--- config.mk ---
export PLATFORM = sky130hd
export DESIGN_NAME = floating_point_fma_scheduler
export DESIGN_NICKNAME = d
export VERILOG_FILES = /design/src/rtl/floating_point_fma_scheduler.sv
export SDC_FILE = /design/constraint.sdc
export NUM_CORES = 1
export LEC_CHECK = 0
export ABC_CLOCK_PERIOD_IN_PS = 3000
export CORE_UTILIZATION = 30
export CTS_BUF_LIST = sky130_fd_sc_hd__clkbuf_2
export DETAILED_ROUTE_END_ITERATION = 10
export PLACE_DENSITY_LB_ADDON = 0.15
export SYNTH_ARGS = -nofsm -noshare
export SYNTH_HDL_FRONTEND = slang
export SYNTH_SLANG_ARGS = --single-unit
--- constraint.sdc ---
create_clock -name clk_i -period 3 [get_ports clk_i]
set_input_delay 0.3 -clock clk_i [delete_from_list [all_inputs] [get_ports clk_i]]
set_output_delay 0.3 -clock clk_i [all_outputs]
set_load 0.02 [all_outputs]
--- src/rtl/floating_point_fma_scheduler.sv ---
// Issue scheduler pairing an external pipelined multiplier and adder into MUL/ADD/FMADD/FNMADD,
// with tag tracking through both units and a credit-protected output FIFO.
module floating_point_fma_scheduler #(
  parameter int MUL_LATENCY = 4,
  parameter int ADD_LATENCY = 3,
  parameter int TAG_WIDTH   = 4,
  parameter int FIFO_DEPTH  = 4
) (
  input  logic                 clk_i,
  input  logic                 rst_n_i,
  input  logic                 clk_en_i,
  input  logic                 valid_i,
  output logic                 ready_o,
  input  logic [1:0]           op_i,
  input  logic [31:0]          operand_1_i,
  input  logic [31:0]          operand_2_i,
  input  logic [31:0]          operand_3_i,
  input  logic [TAG_WIDTH-1:0] tag_i,
  output logic                 mul_valid_o,
  output logic [31:0]          mul_op_a_o,
  output logic [31:0]          mul_op_b_o,
  input  logic                 mul_valid_i,
  input  logic [31:0]          mul_result_i,
  output logic                 add_valid_o,
  output logic [31:0]          add_op_a_o,
  output logic [31:0]          add_op_b_o,
  input  logic                 add_valid_i,
  input  logic [31:0]          add_result_i,
  output logic                 valid_o,
  input  logic                 ready_i,
  output logic [31:0]          result_o,
  output logic [TAG_WIDTH-1:0] tag_o
);
  localparam int PW = $clog2(FIFO_DEPTH);
  localparam int CW = $clog2(FIFO_DEPTH + 1);

  typedef enum logic [1:0] {OP_MUL = 2'b00, OP_ADD = 2'b01, OP_FMADD = 2'b10, OP_FNMADD = 2'b11} op_e;

  typedef struct packed {
    logic                 valid;
    logic                 fused;
    logic                 negate;
    logic [TAG_WIDTH-1:0] tag;
    logic [31:0]          op3;
  } mul_trk_t;

  typedef struct packed {
    logic                 valid;
    logic [TAG_WIDTH-1:0] tag;
  } add_trk_t;

  typedef struct packed {
    logic [TAG_WIDTH-1:0] tag;
    logic [31:0]          data;
  } entry_t;

  mul_trk_t             mul_pipe [1:MUL_LATENCY];
  add_trk_t             add_pipe [1:ADD_LATENCY];
  entry_t               fifo_mem [FIFO_DEPTH];
  logic [PW-1:0]        wr_ptr, rd_ptr, wr_ptr_nxt;
  logic [CW-1:0]        fifo_count, inflight;
  mul_trk_t             mul_head;
  add_trk_t             add_head;
  entry_t               head_entry;
  logic                 hazard, credit_ok, accept, fused_issue, add_direct;
  logic                 mul_wr, add_wr, pop;
  logic [1:0]           wr_num;
  logic [TAG_WIDTH-1:0] add_tag;

  assign mul_head = mul_pipe[MUL_LATENCY];
  assign add_head = add_pipe[ADD_LATENCY];

  // A fused op reaching the adder this cycle owns the adder port, so a direct ADD must wait.
  assign hazard    = mul_head.valid & mul_head.fused & (op_e'(op_i) == OP_ADD);
  assign credit_ok = ({1'b0, fifo_count} + {1'b0, inflight}) < (CW+1)'(FIFO_DEPTH);
  assign ready_o   = clk_en_i & ~hazard & credit_ok;
  assign accept    = valid_i & ready_o;

  assign mul_valid_o = accept & (op_e'(op_i) != OP_ADD);
  assign mul_op_a_o  = operand_1_i;
  assign mul_op_b_o  = operand_2_i;

  assign fused_issue = clk_en_i & mul_valid_i & mul_head.valid & mul_head.fused;
  assign add_direct  = accept & (op_e'(op_i) == OP_ADD);
  assign add_valid_o = fused_issue | add_direct;

  always_comb begin
    // NOTE: every output of this block gets a default first so no path infers a latch.
    add_op_a_o = operand_1_i;
    add_op_b_o = operand_2_i;
    add_tag    = tag_i;
    if (fused_issue) begin
      add_op_a_o = {mul_result_i[31] ^ mul_head.negate, mul_result_i[30:0]};
      add_op_b_o = mul_head.op3;
      add_tag    = mul_head.tag;
    end
  end

  assign mul_wr     = clk_en_i & mul_valid_i & mul_head.valid & ~mul_head.fused;
  assign add_wr     = clk_en_i & add_valid_i & add_head.valid;
  assign wr_num     = {1'b0, mul_wr} + {1'b0, add_wr};
  assign wr_ptr_nxt = wr_ptr + PW'(1);

  assign valid_o    = (fifo_count != '0);
  assign pop        = valid_o & ready_i & clk_en_i;
  assign head_entry = fifo_mem[rd_ptr];
  assign result_o   = valid_o ? head_entry.data : '0;
  assign tag_o      = valid_o ? head_entry.tag  : '0;

  always_ff @(posedge clk_i or negedge rst_n_i) begin
    if (!rst_n_i) begin
      for (int i = 1; i <= MUL_LATENCY; i++) mul_pipe[i] <= '0;
      for (int i = 1; i <= ADD_LATENCY; i++) add_pipe[i] <= '0;
    end else if (clk_en_i) begin
      // NOTE: non-blocking assignments let each stage sample its predecessor's old value.
      mul_pipe[1] <= '{valid: mul_valid_o, fused: op_i[1],
                       negate: (op_e'(op_i) == OP_FNMADD), tag: tag_i, op3: operand_3_i};
      for (int i = 2; i <= MUL_LATENCY; i++) mul_pipe[i] <= mul_pipe[i-1];
      add_pipe[1] <= '{valid: add_valid_o, tag: add_tag};
      for (int i = 2; i <= ADD_LATENCY; i++) add_pipe[i] <= add_pipe[i-1];
    end
  end

  always_ff @(posedge clk_i or negedge rst_n_i) begin
    if (!rst_n_i) begin
      wr_ptr     <= '0;
      rd_ptr     <= '0;
      fifo_count <= '0;
      inflight   <= '0;
    end else begin
      wr_ptr     <= wr_ptr + PW'(wr_num);
      rd_ptr     <= rd_ptr + PW'(pop);
      fifo_count <= fifo_count + CW'(wr_num) - CW'(pop);
      inflight   <= inflight + CW'(accept) - CW'(wr_num);
    end
  end

  // NOTE: storage is not reset; result_o/tag_o are masked by valid_o so stale entries never show.
  always_ff @(posedge clk_i) begin
    if (mul_wr) fifo_mem[wr_ptr] <= '{tag: mul_head.tag, data: mul_result_i};
    if (add_wr) fifo_mem[mul_wr ? wr_ptr_nxt : wr_ptr] <= '{tag: add_head.tag, data: add_result_i};
  end

  mul_track_a: assert property (@(posedge clk_i) disable iff (!rst_n_i)
    clk_en_i |-> (mul_valid_i == mul_head.valid));
  add_track_a: assert property (@(posedge clk_i) disable iff (!rst_n_i)
    clk_en_i |-> (add_valid_i == add_head.valid));
endmodule

* Word-level counts from Yosys, hierarchy flattened
Memories as Yosys holds them, arrays and structs flattened. Index checks and enable logic that the tools add are counted. Widths: inputs -> output; s select.
Storage, ports and cells: memories 1, bits in writable memories 144, bits of input ports 173, bits in registers 181
Cells by class: eq/ne operators 3, reductions and logical operators 1, bitwise operators 19, $lt $le $gt $ge 1, muxes and demuxes 10, $add $sub $neg 9
Memories:
- fifo_mem | depth 4, width 36, rd ports 1, clocked after memory_dff 0, wr ports 2, line 59 | entry_t fifo_mem [FIFO_DEPTH];
Operator list (count):
- $mux 32 | 3
- $and 1x1->1 | 15
- $mux 4 | 2
- $add 3x3->4 | 1
- $lt 4x3->1 const B | 1
- $mux 1 | 4
- $add 3x1->3 | 1
- $add 3x2->3 | 1
- $reduce_bool 3->1 | 1
- $sub 3x1->3 | 1
- $sub 3x2->3 | 1
- $add 1x1->2 | 1
- $add 2x1->2 | 1
- $add 2x1->2 const B | 1
- $add 2x2->2 | 1
- $eq 2x1->1 const B | 1
- $eq 2x2->1 const B | 1
- $mux 2 | 1
- $ne 2x1->1 const B | 1
- $not 1->1 | 2
- $or 1x1->1 | 1
- $xor 1x1->1 | 1

* Logic depth before layout (Yosys ltp)
Gate-level depths: netlist of run 1.
depth after elaboration 8, depth in mapped cells 11, mapped depth without buffers 10

* Worst setup path after synthesis of run 1
Ideal clock, no wire load.
path type register to register, start point reg fifo_count[2], end point reg inflight[2], arrival time 2.821 ns, library setup time 0.123 ns, slack 0.056 ns, stages on the path, launching flop included 11, cell sequence dfrtp_1 -> ha_1 -> or4b_1 -> a311oi_2 -> nand2_1 -> xnor2_1 -> ha_1 -> inv_1 -> fa_1 -> xnor2_1 -> xnor2_1
Between the ends: longest elaborated chain between the ends 6
Ends and longest elaborated chain:
- from (decl) | line 61 | logic [CW-1:0] fifo_count, inflight;
- from (signal assigned) | line 133 | fifo_count <= fifo_count + CW'(wr_num) - CW'(pop);
- $add 3x3->4 | line 75 | assign credit_ok = ({1'b0, fifo_count} + {1'b0, inflight}) < (CW+1)'(FIFO_DEPTH);
- $lt 4x3->1 | line 75
- $and 1x1->1 | line 76 | assign ready_o = clk_en_i & ~hazard & credit_ok;
- via ready_o | line 13 | output logic ready_o,
- $and 1x1->1 | line 77 | assign accept = valid_i & ready_o;
- $add 3x1->3 | line 134 | inflight <= inflight + CW'(accept) - CW'(wr_num);
- $sub 3x2->3 | line 134
- to (signal assigned) | line 134
- to (decl) | line 61
The timed path passes the listed nets, and every way through them passes these cells. A chain may end at the register's enable or synchronous reset.

* Worst setup path in the final report of run 1
start point reg fifo_count[2], end point reg inflight[2]
Between the ends: longest elaborated chain between the ends 6
Ends and longest elaborated chain (line):
- $add 3x3->4 | 75
- $lt 4x3->1 | 75
- $and 1x1->1 | 76
- $and 1x1->1 | 77
- $add 3x1->3 | 134
- $sub 3x2->3 | 134
No other way between the ends.

==> flow_metrics.env, run 1 <==
export IMPL_final_hold_viol_count=0
export IMPL_drc=0
export IMPL_grtUsageTotal_pct=16.1
export IMPL_clk_pin_slew_worst_paths_ns=0.11
export IMPL_skew_ns=0.0728
export IMPL_leakage_nw=9.09
export IMPL_vias_per_cell=4.48
export IMPL_post_drt_wl_per_cell_um=19.2
export IMPL_gr_total_overflow=0
export IMPL_seq_area_frac_synth_pct=56.4
export IMPL_netlist_area_leader_share_pct=28.9
export IMPL_cp_end_kind="register"
export IMPL_async_flop_share_pct=55.7
export IMPL_io_pins=341
export IMPL_hold_slack_ns=0.153
export IMPL_period_share_pct=109
export IMPL_cts_max_level=3
export IMPL_synthDistinctLibCells=44
export IMPL_syn_area_sq_um=15700
export IMPL_nFillCells=4846
export IMPL_p_total_mw=14.7
export IMPL_synth_edf_count=144
export IMPL_startpoint_type="register"
export IMPL_nNetsFinal=1685
export IMPL_setup_ws_ns=-0.278
export IMPL_r2r_end="inflight[2]"
export IMPL_crit_type="reg -> reg"
export IMPL_ant_nets=0
export IMPL_p_switching_mw=4.71
export IMPL_cts_buffers=94
export IMPL_setup_viol=5
export IMPL_pwr_share_clk_pct=23.1
export IMPL_synth_seq_cells=325
export IMPL_clk_latency_ns=1.03
export IMPL_yosys_warnings=0
export IMPL_wl_met1_um=19000
export IMPL_outcome="finished with violations"
export IMPL_grt_start_max_net_pins=173
export IMPL_p_per_area_nw_per_um2=654
export IMPL_yosys_area_top_type="dfrtp_1"
export IMPL_tightest_slew_ns=1.03
export IMPL_port_buffers=340
export IMPL_vias=10080
export IMPL_multiInputGateArea_sq_um=6110
export IMPL_syn_inst=976
export IMPL_holdCritPathClass="in -> reg"
export IMPL_wl_met2_um=20500
export IMPL_max_cap_violations=0
export IMPL_antenna_found_initial=8
export IMPL_fmax_ghz=0.305
export IMPL_syn2layout_area_growth_pct=43.4
export IMPL_synth_most_common_cell="mux2_2"
export IMPL_fp_dieH_um=231
export IMPL_synth_common_cells="mux2_2 (337), dfrtp_1 (181), edfxtp_1 (144)"
export IMPL_p_comb_share_pct=39.0
export IMPL_power_share_sequential_pct=37.8
export IMPL_arrival_ns=4.16
export IMPL_syn_avg_cell_area_sq_um=16.1
export IMPL_drive_above_1_share_pct=50.7
export IMPL_wirelength_um=43200
export IMPL_p_int_mw=10.0
export IMPL_peakVddDrop_mv=0.241
export IMPL_slew_headroom_pct=31.3
export IMPL_top_layer_used="met5"
export IMPL_die_area_sq_um=53200
export IMPL_ys_flop_type="dfrtp_1"
export IMPL_rsz0062_at_grt="yes"
export IMPL_r2r_start="fifo_count[2]"
export IMPL_hold_depth=2
export IMPL_syn_nets=1165
export IMPL_worst_r2r_cell_count=14
export IMPL_place_gp_congestion=0.713
export IMPL_critPathRequiredTime_ns=3.89
export IMPL_place_area_sq_um=19500
export IMPL_regArea_sq_um=8860
export IMPL_row_count=83
export IMPL_clk_path_buf_depth=3
export IMPL_cts_sinks=325
export IMPL_crit_end="inflight[2]"
export IMPL_p_sw_share_pct=32.0
export IMPL_wl_met3_um=2670
export IMPL_firstDrtPassIters=4
export IMPL_violations="negative setup slack"
export IMPL_rrSetupSlack_ns=-0.28
export IMPL_first_global_vias=10904
export IMPL_start_util_pct=30.5
export IMPL_min_period_ns=3.28
export IMPL_crit_path_max_fanout=3
export IMPL_grt_first_pass_wirelength_um=64300
export IMPL_maxSlewViolCount=0
export IMPL_fin_area_sq_um=22500
export IMPL_core_sq_um=51500
export IMPL_fp_dieW_um=231
export IMPL_cts_tree="done"
export IMPL_worstSetupStartpoint="fifo_count[2]"
export IMPL_hpwl_um=23500
export IMPL_cts_root_buf="clkbuf_2"
export IMPL_netlist_top_cells_area="dfrtp_1 (29%), edfxtp_1 (28%), mux2_2 (24%)"
export IMPL_drt_first_iter_violations=330
==> final cells by class <==
type | instances | area share, %
diodes | 3 | 0.0334
repair buffers | 543 | 25.5
multi-input cells | 518 | 27.2
well taps | 680 | 3.78
clock inverters | 20 | 0.606
inverters | 14 | 0.234
flip-flops and latches | 325 | 39.4
clock buffers | 145 | 3.23
==> state kept, by name, summed over array words and instances, names as in the netlist <==
signal,count
fifo_count,3
wr_ptr,2
rd_ptr,2
fifo_mem,144
add_head,5
add_pipe,10
mul_head,39
inflight,3
mul_pipe,117
==> power by group through the flow <==
stage | Sequential [mW] | Combinational [mW] | Clock, mW
2_1_floorplan | 5.51 | 2.64 | 0
3_3_place_gp | 5.69 | 4.29 | 0
3_5_place_dp | 5.70 | 4.31 | 0
4_1_cts | 5.57 | 5.41 | 3.60
5_1_grt | 5.64 | 6.12 | 3.83
6_report | 5.57 | 5.74 | 3.40
==> worst min path at each step <==
| stage | start | to | slack [ns] |
|---|---|---|---|
| global route | mul_result_i[15] | fifo_mem[1][15] | 0.06 |
| detailed placement | rst_n_i | mul_pipe[59] | 0.31 |
| finish | mul_result_i[20] | fifo_mem[1][20] | 0.15 |
| global placement | rst_n_i | mul_pipe[98] | 0.31 |
| floorplan | rst_n_i | add_head[0] | 0.004 |
| CTS | mul_result_i[15] | fifo_mem[2][15] | 0.003 |
==> metal layers <==
layer,up-vias,GRT usage [%]
li1,4686,-
met1,4997,20.5
met2,311,26.4
met3,80,4.14
met4,6,5.84
met5,-,0
==> layout by cell type, fill, tap and decap left out, types with 13 or more instances in the layout <==
| cell type | instances |
|---|---|
| mux2_4 | 33 |
| buf_16 | 13 |
| inv_1 | 14 |
| clkdlybuf4s50_1 | 234 |
| buf_12 | 29 |
| buf_2 | 51 |
| and2_4 | 33 |
| buf_6 | 53 |
| mux2_2 | 333 |
| ha_1 | 14 |
| dfrtp_1 | 178 |
| buf_4 | 25 |
| clkinv_1 | 13 |
| mux4_2 | 36 |
| edfxtp_1 | 144 |
| clkbuf_2 | 149 |
| dlygate4sd3_1 | 122 |
==> worst max-delay path, stage by stage, from the launching register on <==
cell      delay (ns)
dfrtp_1         0.41
ha_1            0.30
or4b_4          0.53
a311oi_4        0.26
nand2_2         0.13
buf_4           0.15
buf_4           0.12
buf_4           0.12
buf_4           0.13
xnor2_1         0.14
ha_1            0.17
inv_1           0.05
fa_2            0.35
xnor2_2         0.14
xnor2_1         0.18
==> logic make-up (layout without fill, tap and decap cells) <==
| kind of cell | count (synthesis) | after routing | synth area share, % |
|---|---|---|---|
| muxes | 411 | 411 | 32.7 |
| xor gates and xnor gates | 9 | 9 | 0.503 |
| other | 0 | 3 | 0 |
| and+or+nand+nor | 65 | 65 | 2.50 |
| AOI/OAI and AO/OA | 17 | 17 | 0.845 |
| buffers and inverters | 133 | 722 | 5.59 |
| adders and majority gates | 16 | 16 | 1.37 |
| DFF | 325 | 325 | 56.4 |
==> repair_timing <==
item / 4_1_cts / 5_1_grt
setup endpoints to repair: 104 / 112
cloned: 16 / 2
resized for setup: 515 / 88
hold buffers: 123 / 0
buffers inserted: 34 / 13
hold endpoints to repair: 362 / 0
pin swaps: 17 / 22
==> stage by stage <==
step	setup TNS (ns)	worst slack [ns]	instances	util, %
6_report	-0.826	-0.278	2248	43.7
5_1_grt	-4.28	-0.382	2247	43.7
4_1_cts	-10.65	-0.376	2241	43.2
3_5_place_dp	0	0.198	1903	37.9
3_3_place_gp	0	0.251	1903	37.9
2_1_floorplan	0	0.0564	976	-
Note: power is estimated with default switching activity, not from simulation.
==> run 2, diff against run 1 <==
CORE_MARGIN = 2   (was unset)
REMOVE_ABC_BUFFERS = 1   (was unset)
==> flow_metrics.env, run 2 (same netlist as run 1, synthesis figures left out) <==
export IMPL_outcome="finished with violations"
export IMPL_violations="negative setup slack"
export IMPL_clk_pin_slew_worst_paths_ns=0.09
export IMPL_place_gp_congestion=0.702
export IMPL_skew_ns=0.0380
export IMPL_grtUsageTotal_pct=15.3
export IMPL_rrSetupSlack_ns=0.19
export IMPL_post_drt_wl_per_cell_um=18.6
export IMPL_p_switching_mw=4.60
export IMPL_pwr_share_clk_pct=22.0
export IMPL_p_total_mw=14.6
export IMPL_finish_utilization_pct=44.1
export IMPL_syn2layout_area_growth_pct=44.8
export IMPL_grt_start_max_net_pins=167
export IMPL_crit_path_max_fanout=4
export IMPL_vias=10084
export IMPL_gr_total_overflow=0
export IMPL_firstDrtPassIters=4
export IMPL_maxSlewViolCount=0
export IMPL_setup_viol=15
export IMPL_leakage_nw=9.28
export IMPL_critPathRequiredTime_ns=2.70
export IMPL_tightest_slew_ns=0.880
export IMPL_row_count=83
export IMPL_max_cap_violations=0
export IMPL_crit_type="reg -> out"
export IMPL_slew_headroom_pct=41.4
export IMPL_cts_sinks=325
export IMPL_startpoint_type="register"
export IMPL_setup_ws_ns=-0.138
export IMPL_antenna_found_initial=3
export IMPL_final_hold_viol_count=0
export IMPL_drt_first_iter_violations=331
export IMPL_fin_area_sq_um=22700
export IMPL_cts_buffers=91
export IMPL_r2r_start="wr_ptr[0]"
export IMPL_cts_root_buf="clkbuf_2"
export IMPL_hold_slack_ns=0.141
export IMPL_rsz0062_at_grt="yes"
export IMPL_power_share_sequential_pct=38.1
export IMPL_p_per_area_nw_per_um2=645
export IMPL_worstSetupStartpoint="inflight[2]"
export IMPL_start_util_pct=30.5
export IMPL_ant_nets=0
export IMPL_nNetsFinal=1685
export IMPL_drive_above_1_share_pct=51.5
export IMPL_wirelength_um=41900
export IMPL_clk_latency_ns=1.03
export IMPL_clk_path_buf_depth=3
export IMPL_arrival_ns=2.84
export IMPL_largest_register_ffs=144
export IMPL_core_sq_um=51500
export IMPL_grt_use_met1_pct=18.8
export IMPL_period_share_pct=105
export IMPL_p_sw_share_pct=31.4
export IMPL_min_period_ns=3.14
export IMPL_fp_dieW_um=233
export IMPL_holdCritPathClass="in -> reg"
export IMPL_first_global_vias=10890
export IMPL_cp_end_kind="output pin"
export IMPL_crit_end="add_valid_o"
export IMPL_gr_usage_met3_pct=3.91
export IMPL_hpwl_um=24200
export IMPL_worst_r2r_cell_count=7
export IMPL_layout_commonest_cell="mux2_2"
export IMPL_die_area_sq_um=54100
export IMPL_port_buffers=340
export IMPL_fmax_ghz=0.319
export IMPL_post_place_ws_ns=0.236
export IMPL_cts_tree="done"
export IMPL_grt_first_pass_wirelength_um=62500
export IMPL_p_int_mw=10.0
export IMPL_top_usage_layer="met2"
export IMPL_final_cell_mix="mux2_2 (306), clkdlybuf4s50_1 (234), dfrtp_1 (178), edfxtp_1 (144), clkbuf_2 (143)"
export IMPL_io_pins=341
export IMPL_vias_per_cell=4.48
export IMPL_grtUsageMet2_pct=26.3
export IMPL_fp_dieH_um=233
export IMPL_r2r_end="fifo_mem[3][14]"
export IMPL_regMostFlops="fifo_mem"
export IMPL_place_area_sq_um=19600
export IMPL_cts_max_level=3
export IMPL_peakVddDrop_mv=0.238
export IMPL_p_comb_share_pct=39.9
export IMPL_drc=0
-- run 2: cell count changes in the layout (fill, tap and decap cells not counted), sizes merged, moves of 2 or more --
| cell | change |
|---|---|
| buf | +17 |
| clkbuf | -6 |
| clkdlybuf4s15 | +2 |
| diode | +4 |
| dlygate4sd3 | -12 |
-- run 2: worst min path at each step --
stage                           from  depth (start not counted)  slack, ns               to
floorplan                    rst_n_i                          0      0.004      add_head[0]
global placement             rst_n_i                          1       0.23     mul_pipe[59]
detailed placement           rst_n_i                          1       0.24     mul_pipe[98]
CTS                          ready_i                          3      0.002        rd_ptr[0]
global route        mul_result_i[27]                          2     -0.005  fifo_mem[1][27]
finish                       ready_i                          3       0.14        rd_ptr[0]
-- run 2: final cells by class --
type / instances / area, sq um
Fill cell: 4760 / 28800
Sequential cell: 325 / 8860
Multi-Input combinational cell: 518 / 6220
Timing Repair Buffer: 546 / 5900
Tap cell: 680 / 851
Clock buffer: 143 / 716
Clock inverter: 18 / 97.6
Inverter: 14 / 52.6
Antenna cell: 7 / 17.5
-- run 2: repair_timing --
item	CTS	global route
resized for setup	555	158
cloned	9	2
pin swaps	14	21
endpoints found under the hold margin	367	0
hold buffers	111	0
setup buffers	46	18
endpoints found under the setup margin	104	88
-- run 2: worst max-delay path: stages (launching register included) --
cell and delay [ns]:
dfrtp_1 0.39, ha_1 0.30, or4b_4 0.50, a311oi_4 0.25
nand2_2 0.13, o21ai_2 0.14, buf_6 0.13
-- run 2: routing by layer --
layer  share of wire (%)  vias to the layer above
li1                    -                     4702
met1                  43                     5012
met2                  50                      297
met3                 5.2                       73
met4                 2.0                        0
met5                   0                        -
-- run 2: power groups by stage --
stage / logic [mW] / clock network [mW] / registers, mW
6_report: 5.85 / 3.23 / 5.57
5_1_grt: 6.24 / 3.66 / 5.65
4_1_cts: 5.57 / 3.43 / 5.58
3_5_place_dp: 4.30 / 0 / 5.74
3_3_place_gp: 4.27 / 0 / 5.74
2_1_floorplan: 2.27 / 0 / 5.69
-- run 2: metrics by stage --
stage,setup TNS (ns),std cells
detailed placement,0,1908
floorplan,-130.28,857
finish,-0.671,2251
global placement,0,1908
global route,-13.16,2251
CTS,-9.97,2235
